==> src/rtl/mem_access_if.sv <==
// Data-bus bundle between the memory-access stage and the data memory.
// Request/grant/response handshake with byte enables.
interface mem_access_if;
    logic        req;
    logic        we;
    logic [31:0] addr;
    logic [31:0] wdata;
    logic [3:0]  be;
    logic        gnt;
    logic        rvalid;
    logic [31:0] rdata;

    modport master (
        output req, we, addr, wdata, be,
        input  gnt, rvalid, rdata
    );

    modport slave (
        input  req, we, addr, wdata, be,
        output gnt, rvalid, rdata
    );
endinterface

==> src/rtl/mem_access.sv <==
// RV32IM memory-access stage: bus transactions for loads/stores,
// lane formatting, registered writeback and pipeline stall.
module mem_access #(
    parameter int TIMEOUT_CYCLES = 16,
    parameter int CNT_WIDTH      = 5
) (
    input  logic        clk_i,
    input  logic        rst_ni,
    input  logic [3:0]  mem_op_i,
    input  logic [31:0] mem_addr_i,
    input  logic [31:0] mem_data_i,
    input  logic        mem_we_i,
    input  logic [4:0]  reg_waddr_i,
    input  logic        reg_we_i,
    input  logic [31:0] reg_wdata_i,
    mem_access_if.master dbus,
    output logic [4:0]  reg_waddr_o,
    output logic        reg_we_o,
    output logic [31:0] reg_wdata_o,
    output logic        stallreq_o,
    output logic        misalign_o,
    output logic        bus_err_o
);
    localparam logic [3:0] MEM_NOP = 4'd0;
    localparam logic [3:0] LB      = 4'd1;
    localparam logic [3:0] LH      = 4'd2;
    localparam logic [3:0] LW      = 4'd3;
    localparam logic [3:0] LBU     = 4'd4;
    localparam logic [3:0] LHU     = 4'd5;
    localparam logic [3:0] SB      = 4'd6;
    localparam logic [3:0] SH      = 4'd7;
    localparam logic [3:0] SW      = 4'd8;

    localparam logic [CNT_WIDTH-1:0] CNT_LAST =
        CNT_WIDTH'(TIMEOUT_CYCLES - 1);

    typedef enum logic [1:0] {IDLE, ADDR, RESP} state_e;

    state_e               state_q, state_d;
    logic [CNT_WIDTH-1:0] cnt_q, cnt_d;
    logic [3:0]           op_q;
    logic [31:0]          addr_q;
    logic [31:0]          data_q;
    logic                 we_q;
    logic [4:0]           mwaddr_q;
    logic [4:0]           reg_waddr_q;
    logic                 reg_we_q;
    logic [31:0]          reg_wdata_q;
    logic                 misalign_q;
    logic                 bus_err_q;

    logic is_mem, misal, stall, latch, done, tmo;
    logic [31:0] ld_data;

    always_comb begin
        is_mem = (mem_op_i != MEM_NOP) && (mem_op_i <= SW);
        misal  = 1'b0;
        case (mem_op_i)
            LH, LHU, SH: misal = mem_addr_i[0];
            LW, SW:      misal = |mem_addr_i[1:0];
            default:     misal = 1'b0;
        endcase
    end

    always_comb begin
        state_d = state_q;
        cnt_d   = cnt_q;
        stall   = 1'b0;
        latch   = 1'b0;
        done    = 1'b0;
        tmo     = 1'b0;
        case (state_q)
            IDLE: begin
                if (is_mem && !misal) begin
                    stall   = 1'b1;
                    latch   = 1'b1;
                    cnt_d   = '0;
                    state_d = ADDR;
                end
            end
            ADDR: begin
                if (dbus.gnt) begin
                    cnt_d = '0;
                    if (dbus.rvalid) begin
                        done    = 1'b1;
                        state_d = IDLE;
                    end else begin
                        stall   = 1'b1;
                        state_d = RESP;
                    end
                end else if (cnt_q == CNT_LAST) begin
                    tmo     = 1'b1;
                    cnt_d   = '0;
                    state_d = IDLE;
                end else begin
                    stall = 1'b1;
                    cnt_d = cnt_q + 1'b1;
                end
            end
            RESP: begin
                if (dbus.rvalid) begin
                    done    = 1'b1;
                    state_d = IDLE;
                end else if (cnt_q == CNT_LAST) begin
                    tmo     = 1'b1;
                    cnt_d   = '0;
                    state_d = IDLE;
                end else begin
                    stall = 1'b1;
                    cnt_d = cnt_q + 1'b1;
                end
            end
            default: state_d = IDLE;
        endcase
    end

    // Gated so the stall drops the instant reset asserts, not at the edge.
    assign stallreq_o = stall & rst_ni;

    always_comb begin
        dbus.req   = 1'b0;
        dbus.we    = 1'b0;
        dbus.addr  = '0;
        dbus.wdata = '0;
        dbus.be    = '0;
        if (state_q == ADDR) begin
            dbus.req   = 1'b1;
            dbus.we    = we_q;
            dbus.addr  = {addr_q[31:2], 2'b00};
            dbus.wdata = data_q;
            dbus.be    = 4'b1111;
            case (op_q)
                SB: begin
                    dbus.wdata = {4{data_q[7:0]}};
                    dbus.be    = 4'b0001 << addr_q[1:0];
                end
                SH: begin
                    dbus.wdata = {2{data_q[15:0]}};
                    dbus.be    = 4'b0011 << {addr_q[1], 1'b0};
                end
                default: ;
            endcase
        end
    end

    always_comb begin
        logic [7:0]  b;
        logic [15:0] h;
        case (addr_q[1:0])
            2'd0:    b = dbus.rdata[7:0];
            2'd1:    b = dbus.rdata[15:8];
            2'd2:    b = dbus.rdata[23:16];
            default: b = dbus.rdata[31:24];
        endcase
        h = addr_q[1] ? dbus.rdata[31:16] : dbus.rdata[15:0];
        case (op_q)
            LB:      ld_data = {{24{b[7]}}, b};
            LBU:     ld_data = {24'd0, b};
            LH:      ld_data = {{16{h[15]}}, h};
            LHU:     ld_data = {16'd0, h};
            default: ld_data = dbus.rdata;
        endcase
    end

    always_ff @(posedge clk_i or negedge rst_ni) begin
        if (!rst_ni) begin
            state_q  <= IDLE;
            cnt_q    <= '0;
            op_q     <= MEM_NOP;
            addr_q   <= '0;
            data_q   <= '0;
            we_q     <= 1'b0;
            mwaddr_q <= '0;
        end else begin
            state_q <= state_d;
            cnt_q   <= cnt_d;
            if (latch) begin
                op_q     <= mem_op_i;
                addr_q   <= mem_addr_i;
                data_q   <= mem_data_i;
                we_q     <= mem_we_i;
                mwaddr_q <= reg_waddr_i;
            end
        end
    end

    always_ff @(posedge clk_i or negedge rst_ni) begin
        if (!rst_ni) begin
            reg_waddr_q <= '0;
            reg_we_q    <= 1'b0;
            reg_wdata_q <= '0;
            misalign_q  <= 1'b0;
            bus_err_q   <= 1'b0;
        end else begin
            misalign_q <= 1'b0;
            bus_err_q  <= 1'b0;
            if (state_q == IDLE) begin
                reg_waddr_q <= reg_waddr_i;
                reg_wdata_q <= reg_wdata_i;
                reg_we_q    <= is_mem ? 1'b0 : reg_we_i;
                misalign_q  <= is_mem & misal;
            end else if (done) begin
                reg_waddr_q <= mwaddr_q;
                reg_we_q    <= ~we_q;
                if (!we_q) reg_wdata_q <= ld_data;
            end else if (tmo) begin
                reg_we_q  <= 1'b0;
                bus_err_q <= 1'b1;
            end
        end
    end

    assign reg_waddr_o = reg_waddr_q;
    assign reg_we_o    = reg_we_q;
    assign reg_wdata_o = reg_wdata_q;
    assign misalign_o  = misalign_q;
    assign bus_err_o   = bus_err_q;
endmodule

==> src/flat_wrapper.sv <==
// flat-port wrapper written by rule: the top's interface ports become plain ports
module mem_access_flat 
#(
    parameter int TIMEOUT_CYCLES = 16,
    parameter int CNT_WIDTH      = 5
)
  (clk_i, rst_ni, mem_op_i, mem_addr_i, mem_data_i, mem_we_i, reg_waddr_i, reg_we_i, reg_wdata_i, reg_waddr_o, reg_we_o, reg_wdata_o, stallreq_o, misalign_o, bus_err_o, dbus_req, dbus_we, dbus_addr, dbus_wdata, dbus_be, dbus_gnt, dbus_rvalid, dbus_rdata);
  mem_access_if dbus_i ();
  input  logic clk_i;
  input  logic rst_ni;
  input  logic [3:0] mem_op_i;
  input  logic [31:0] mem_addr_i;
  input  logic [31:0] mem_data_i;
  input  logic mem_we_i;
  input  logic [4:0] reg_waddr_i;
  input  logic reg_we_i;
  input  logic [31:0] reg_wdata_i;
  output logic [4:0] reg_waddr_o;
  output logic reg_we_o;
  output logic [31:0] reg_wdata_o;
  output logic stallreq_o;
  output logic misalign_o;
  output logic bus_err_o;
  output wire logic [$bits(dbus_i.req)-1:0] dbus_req;
  output wire logic [$bits(dbus_i.we)-1:0] dbus_we;
  output wire logic [$bits(dbus_i.addr)-1:0] dbus_addr;
  output wire logic [$bits(dbus_i.wdata)-1:0] dbus_wdata;
  output wire logic [$bits(dbus_i.be)-1:0] dbus_be;
  input wire logic [$bits(dbus_i.gnt)-1:0] dbus_gnt;
  input wire logic [$bits(dbus_i.rvalid)-1:0] dbus_rvalid;
  input wire logic [$bits(dbus_i.rdata)-1:0] dbus_rdata;
  assign dbus_req = dbus_i.req;
  assign dbus_we = dbus_i.we;
  assign dbus_addr = dbus_i.addr;
  assign dbus_wdata = dbus_i.wdata;
  assign dbus_be = dbus_i.be;
  assign dbus_i.gnt = dbus_gnt;
  assign dbus_i.rvalid = dbus_rvalid;
  assign dbus_i.rdata = dbus_rdata;
  mem_access #(.TIMEOUT_CYCLES(TIMEOUT_CYCLES), .CNT_WIDTH(CNT_WIDTH)) u_core (.clk_i(clk_i), .rst_ni(rst_ni), .mem_op_i(mem_op_i), .mem_addr_i(mem_addr_i), .mem_data_i(mem_data_i), .mem_we_i(mem_we_i), .reg_waddr_i(reg_waddr_i), .reg_we_i(reg_we_i), .reg_wdata_i(reg_wdata_i), .dbus(dbus_i), .reg_waddr_o(reg_waddr_o), .reg_we_o(reg_we_o), .reg_wdata_o(reg_wdata_o), .stallreq_o(stallreq_o), .misalign_o(misalign_o), .bus_err_o(bus_err_o));
endmodule
==> config.mk <==
export PLATFORM = sky130hd
export DESIGN_NAME = mem_access_flat
export DESIGN_NICKNAME = d
export VERILOG_FILES = /design/src/rtl/mem_access_if.sv /design/src/rtl/mem_access.sv /design/src/flat_wrapper.sv
export SDC_FILE = /design/constraint.sdc
export NUM_CORES = 1
export LEC_CHECK = 0
export ABC_AREA = 1
export BUFFER_PORTS_ARGS = -buffer_cell sky130_fd_sc_hd__buf_2
export CORE_MARGIN = 2
export CORE_UTILIZATION = 55
export CTS_BUF_LIST = sky130_fd_sc_hd__clkbuf_8
export DETAILED_ROUTE_END_ITERATION = 10
export GPL_ROUTABILITY_DRIVEN = 1
export HOLD_SLACK_MARGIN = 0.08
export MAX_ROUTING_LAYER = met4
export PLACE_DENSITY = 0.95
export SLEW_MARGIN = 20
export SYNTH_ARGS = -nofsm -noshare
export SYNTH_HDL_FRONTEND = slang
export SYNTH_SLANG_ARGS = --single-unit
==> constraint.sdc <==
create_clock -name clk_i -period 3.5 [get_ports clk_i]
set_input_delay 0.525 -clock clk_i [delete_from_list [all_inputs] [get_ports clk_i]]
set_output_delay 0.525 -clock clk_i [all_outputs]
set_load 0.02 [all_outputs]
# Yosys cells after proc, flatten, opt, wreduce, memory -nomap -nowiden
# Index checks and enable logic that the tools add are counted.
# Widths: inputs -> output; s select.
[classes]
shift = 2
reduce_logical = 14
n_bitwise = 3
eq_ne = 19
order_cmp = 1
n_mul = 0
addsub = 1
div = 0
mux = 49
[op_table]
columns = ["cell", "count"]
rows = [
  ["$mux 32", 5],
  ["$pmux 32 s4", 1],
  ["$pmux 32 s2", 1],
  ["$mux 5", 6],
  ["$eq 4x3->1 const B", 6],
  ["$pmux 8 s3", 1],
  ["$mux 1", 21],
  ["$mux 16", 1],
  ["$pmux 5 s3", 1],
  ["$eq 4x2->1 const B", 3],
  ["$mux 2", 5],
  ["$pmux 4 s2", 1],
  ["$pmux 1 s2", 3],
  ["$pmux 2 s3", 1],
  ["$reduce_bool 3->1", 2],
  ["$add 5x1->5 const B", 1],
  ["$eq 5x4->1 const B", 1],
  ["$eq 2x1->1 const B", 2],
  ["$eq 2x2->1 const B", 2],
  ["$eq 4x1->1 const B", 1],
  ["$eq 4x4->1 const B", 1],
  ["$le 4x4->1 const B", 1],
  ["$logic_not 2->1", 2],
  ["$mux 4", 1],
  ["other kinds (15)", 19],
]
[totals]
ramBits = 0
romBits = 0
latchBits = 0
in_bits = 143
elab_cells = 101
memories = 0
out_inout_bits = 111
reg_bits = 121

# Depth between registers and ports, before layout
[logic_depth]
depth_word = 8
depth_mapped = 13
ltp_nobuf = 11

# Least setup slack after synthesis
# OpenSTA, ideal clock, no wires.
[synth_path]
path_kind = "flip-flop to output port"
from = "reg u_core.op_q[2]"
to = "out dbus_wdata[15]"
slack_ns = 1.260
path_stages_with_launch = 8
t_required_ns = 2.975
t_arrival_ns = 1.715
path_buffers = 1
cell_sequence = "dfrtp_1 inv_1 nor2_1 inv_1 nor2_2 inv_1 clkbuf_1 a211oi_1"
[synth_between]
elab_chain_cells = 3
word_cells_on_any_way = 4
classes_between = "eq/ne (2); mux (2)"
[synth_rtl]
columns = ["element", "line", "text"]
rows = [
  ["from (decl)", "mem_access.sv:41", "logic [3:0] op_q;"],
  ["from (signal assigned)", "mem_access.sv:178", "op_q <= mem_op_i;"],
  ["$eq 4x3->1", "mem_access.sv:132", "case (op_q)"],
  ["$pmux 32 s2 (*)", "mem_access.sv:132", ""],
  ["$mux 32 (*)", "mem_access.sv:126", "if (state_q == ADDR) begin"],
  ["to (decl)", "flat_wrapper.sv:27", "output wire logic [$bits(dbus_i.wdata)-1:0] dbus_wdata;"],
]
# Mark *: on every way between the ends. The rest lies on a longest branch, timed or not.

# Final worst setup path
[layout_path]
from = "reg u_core.op_q[2]"
to = "out dbus_be[3]"
[layout_between]
elab_chain_cells = 3
word_cells_on_any_way = 4
classes_between = "eq/ne (2); mux (2)"
[layout_rtl]
columns = ["element", "line", "text"]
rows = [
  ["$eq 4x3->1", "mem_access.sv:132", ""],
  ["$pmux 4 s2 (*)", "mem_access.sv:132", ""],
  ["$mux 4 (*)", "mem_access.sv:126", ""],
  ["to (decl)", "flat_wrapper.sv:28", "output wire logic [$bits(dbus_i.be)-1:0] dbus_be;"],
]
# Marked as above.

==> flow_summary.ini <==
[sta]
hold_violations = 0
setup_tns_ns = 0
tightestPinTransition_ns = 0.778
max_freq_mhz = 330
whs_ns = 0.271
slew_headroom_pct = 48.1
min_period_over_period_pct = 86.6
skew_ns = 0.00898
grt_setup_unrepaired = false
maxSlewViolCount = 0
setup-violations-final = 0
post-route-min-period_ns = 3.03

[routing]
final_antenna_net_count = 0
dr_total_vias = 7519
dr.first_iter.drc_count = 723
avgViaCountPerCell = 5.36
drt-pass1-iter-count = 5
drc = 0
routedWlPerCell_um = 14.5
drt_wl_total_mm = 20.3

[critical_path]
required_ns = 2.97
crit_fanout = 20
cp.arrival_ns = 2.51
criticalPathCategory = register to primary output
worst_setup_path_start_kind = register
endpoint_kind = primary output

[clocking]
cts_sinks = 121
cts_tree = yes
cts_root_buffer = clkbuf_8
clock_path_buffers = 2
htree_num_levels = 4
cts_buffers = 17
clk_latency_ns = 0.45
postCtsSetupRepairBufs = 0
path_clk_slew_ns = 0.08

[final_layout]
seqCellArea_um2 = 3030
num-fill-cells = 947
layout-drive-gt1-share_pct = 24.3
nNetsFinal = 1391
syn2layout_area_growth_pct = 26.2
multi_input_area_um2 = 3160
antenna_cells = 0
fin_cells = 1402

[worst_hold_path]
hold_path_class = primary input to register

[placed_design]
portBuffers = 251
dpl.hpwl_mm = 14.3
routabilityCongestion = 0.967
dp.cells = 1368

[job]
drv_cap = 0

[yosys]
yosysSeqAreaShare_pct = 44.6
synthCells = 1008
syn_avg_cell_area_um2 = 6.74
synth_area_um2 = 6790
synth_cell_type_count = 34
synth_top_cells_by_area = dfrtp_1, nand2_1, inv_1
synth-seq-cells = 121
yosysTopAreaCell = dfrtp_1
yosys.area.top_type_share_pct = 44.6
yosysWarnings = 0

[power_and_ir_drop]
power_frac_seq_pct = 29.2
leakage_nw = 5.16
p_int_mw = 4.34
netSwitchingPower_mw = 4.32
p_comb_share_pct = 54.7
swShare_pct = 49.9
peakVddDrop_mv = 0.572
power_density_nw_per_um2 = 1010
clkPwrFrac_pct = 16.1

[floorplanning]
num_io_pins = 254
fp-row-count = 40
die_w_um = 115
die_h_um = 115
start_util_pct = 56.5
placeableCoreArea_um2 = 12000
fp.dieArea_um2 = 13300

[grt]
track_usage_pct = 31.6
grt_max_degree = 81
gr-total-overflow = 0
grt_pass1_vias = 6706
antenna_found_initial = 0
grt_pass1_wl_mm = 31.7

[run_status]
status = complete, no violations
cell type report:
cell class                      count  area share, %
Clock buffer                       19           3.05
Clock inverter                     13           2.04
Inverter                          106           4.64
Multi-Input combinational cell    734           36.9
Sequential cell                   121           35.3
Tap cell                          147           2.15
Timing Repair Buffer              262           15.9
critical path, stage by stage (launching register included):
cell     delay (ns)
dfrtp_1        0.34
inv_1          0.07
nor2_1         0.19
inv_1          0.08
nor2_2         0.35
inv_1          0.39
o21ai_0        0.31
a21oi_1        0.11
buf_2          0.21
power groups by stage:
stage / Combinational (mW) / Sequential [mW] / Clock [mW]
after detailed placement: 4.67 / 2.52 / 0
after global placement: 4.54 / 2.51 / 0
after floorplan: 3.11 / 2.66 / 0
after global routing: 5.27 / 2.59 / 1.48
final: 4.74 / 2.53 / 1.39
after CTS: 4.71 / 2.51 / 1.41
metal layers:
layer / wire length (um) / GRT usage (%) / vias to the layer above
met4: 623 / 14.0 / 0
met1: 8150 / 39.9 / 3417
met3: 1920 / 7.27 / 58
li1: - / - / 3581
met2: 9580 / 48.8 / 463
met5: 0 / - / -
layout by cell type, fill, tap and decap left out, types with 2 or more instances in the layout:
cell and instances:
o22ai_1 9, buf_2 250, conb_1 2, nand4_1 8, nor2_2 2, nor2_1 74
o21ai_0 55, bufinv_16 4, o21ai_2 2, nor3_1 3, clkbuf_8 19, buf_4 10
a211oi_1 2, nand3_1 47, nand3_2 2, nor2_4 2, o211ai_1 9, a31oi_1 6
a21oi_1 20, o21bai_1 4, inv_1 106, clkinvlp_4 3, dfrtp_1 121, o21ai_1 6
nand2_1 467, clkinv_2 4, ha_1 5
logic make-up after synthesis:
logic type / Yosys count / share of synthesized area [%]
compound gates: 115 / 9.45
fa+ha+maj: 6 / 1.11
simple gates: 611 / 35.7
buf+inv: 154 / 9.12
flops: 121 / 44.6
other cells: 1 / 0.0552
final timing paths:
kind / end / start / slack [ns] / cells past startpoint
worst max-delay path: dbus_be[3] / u_core.op_q[2]$_DFFE_PN0P_ / 0.47 / 8
min in group asynchronous: u_core.reg_waddr_o[2]$_DFFE_PN0P_ / rst_ni / 0.60 / 2
worst max register to register: u_core.reg_wdata_o[29]$_DFFE_PN0P_ / u_core.state_q[0]$_DFFE_PN0P_ / 0.79 / 10
worst min-delay path: u_core.addr_q[20]$_DFFE_PN0P_ / mem_addr_i[20] / 0.27 / 3
max in group asynchronous: u_core.addr_q[9]$_DFFE_PN0P_ / rst_ni / 1.81 / 4
worst min register to register: u_core.addr_q[8]$_DFFE_PN0P_ / u_core.addr_q[8]$_DFFE_PN0P_ / 0.48 / 2
cells in the mapped netlist, drive strengths merged:
library cell,number
o21bai,4
nor4,1
o211ai,9
buf,18
dfrtp,121
nand3b,1
a211oi,2
o22ai,9
nor2,78
nor3,4
clkinv,1
clkbuf,30
a21oi,21
inv,105
nand2,468
nand3,49
or2,1
o21ai,63
o21a,1
ha,6
a31oi,6
nand4,8
and2,1
conb,1
timing repair:
item                                   4_1_cts  5_1_grt
endpoints found under the hold margin       41        0
gates resized for setup                      0        0
hold buffers                                 1        0
metrics by stage:
stage          worst slack [ns]  instance area (um^2)  utilization [%]  power, mW
4_1_cts                   0.464                  8540             71.1       8.62
3_5_place_dp              0.892                  8100             67.4       7.19
3_3_place_gp              0.963                  8100             67.4       7.04
6_report                  0.469                  8570             71.3       8.66
2_1_floorplan              1.26                  6800                -       5.77
5_1_grt                   0.231                  8570             71.3       9.35
state kept, by name, summed over array words and instances, names as in the netlist:
register / count
u_core.data_q: 32
u_core.bus_err_o: 1
u_core.op_q: 4
u_core.state_q: 2
u_core.we_q: 1
u_core.cnt_q: 5
u_core.mwaddr_q: 5
u_core.misalign_o: 1
u_core.reg_waddr_o: 5
u_core.reg_we_o: 1
u_core.reg_wdata_o: 32
u_core.addr_q: 32
Note: power is estimated with default switching activity, not from simulation.
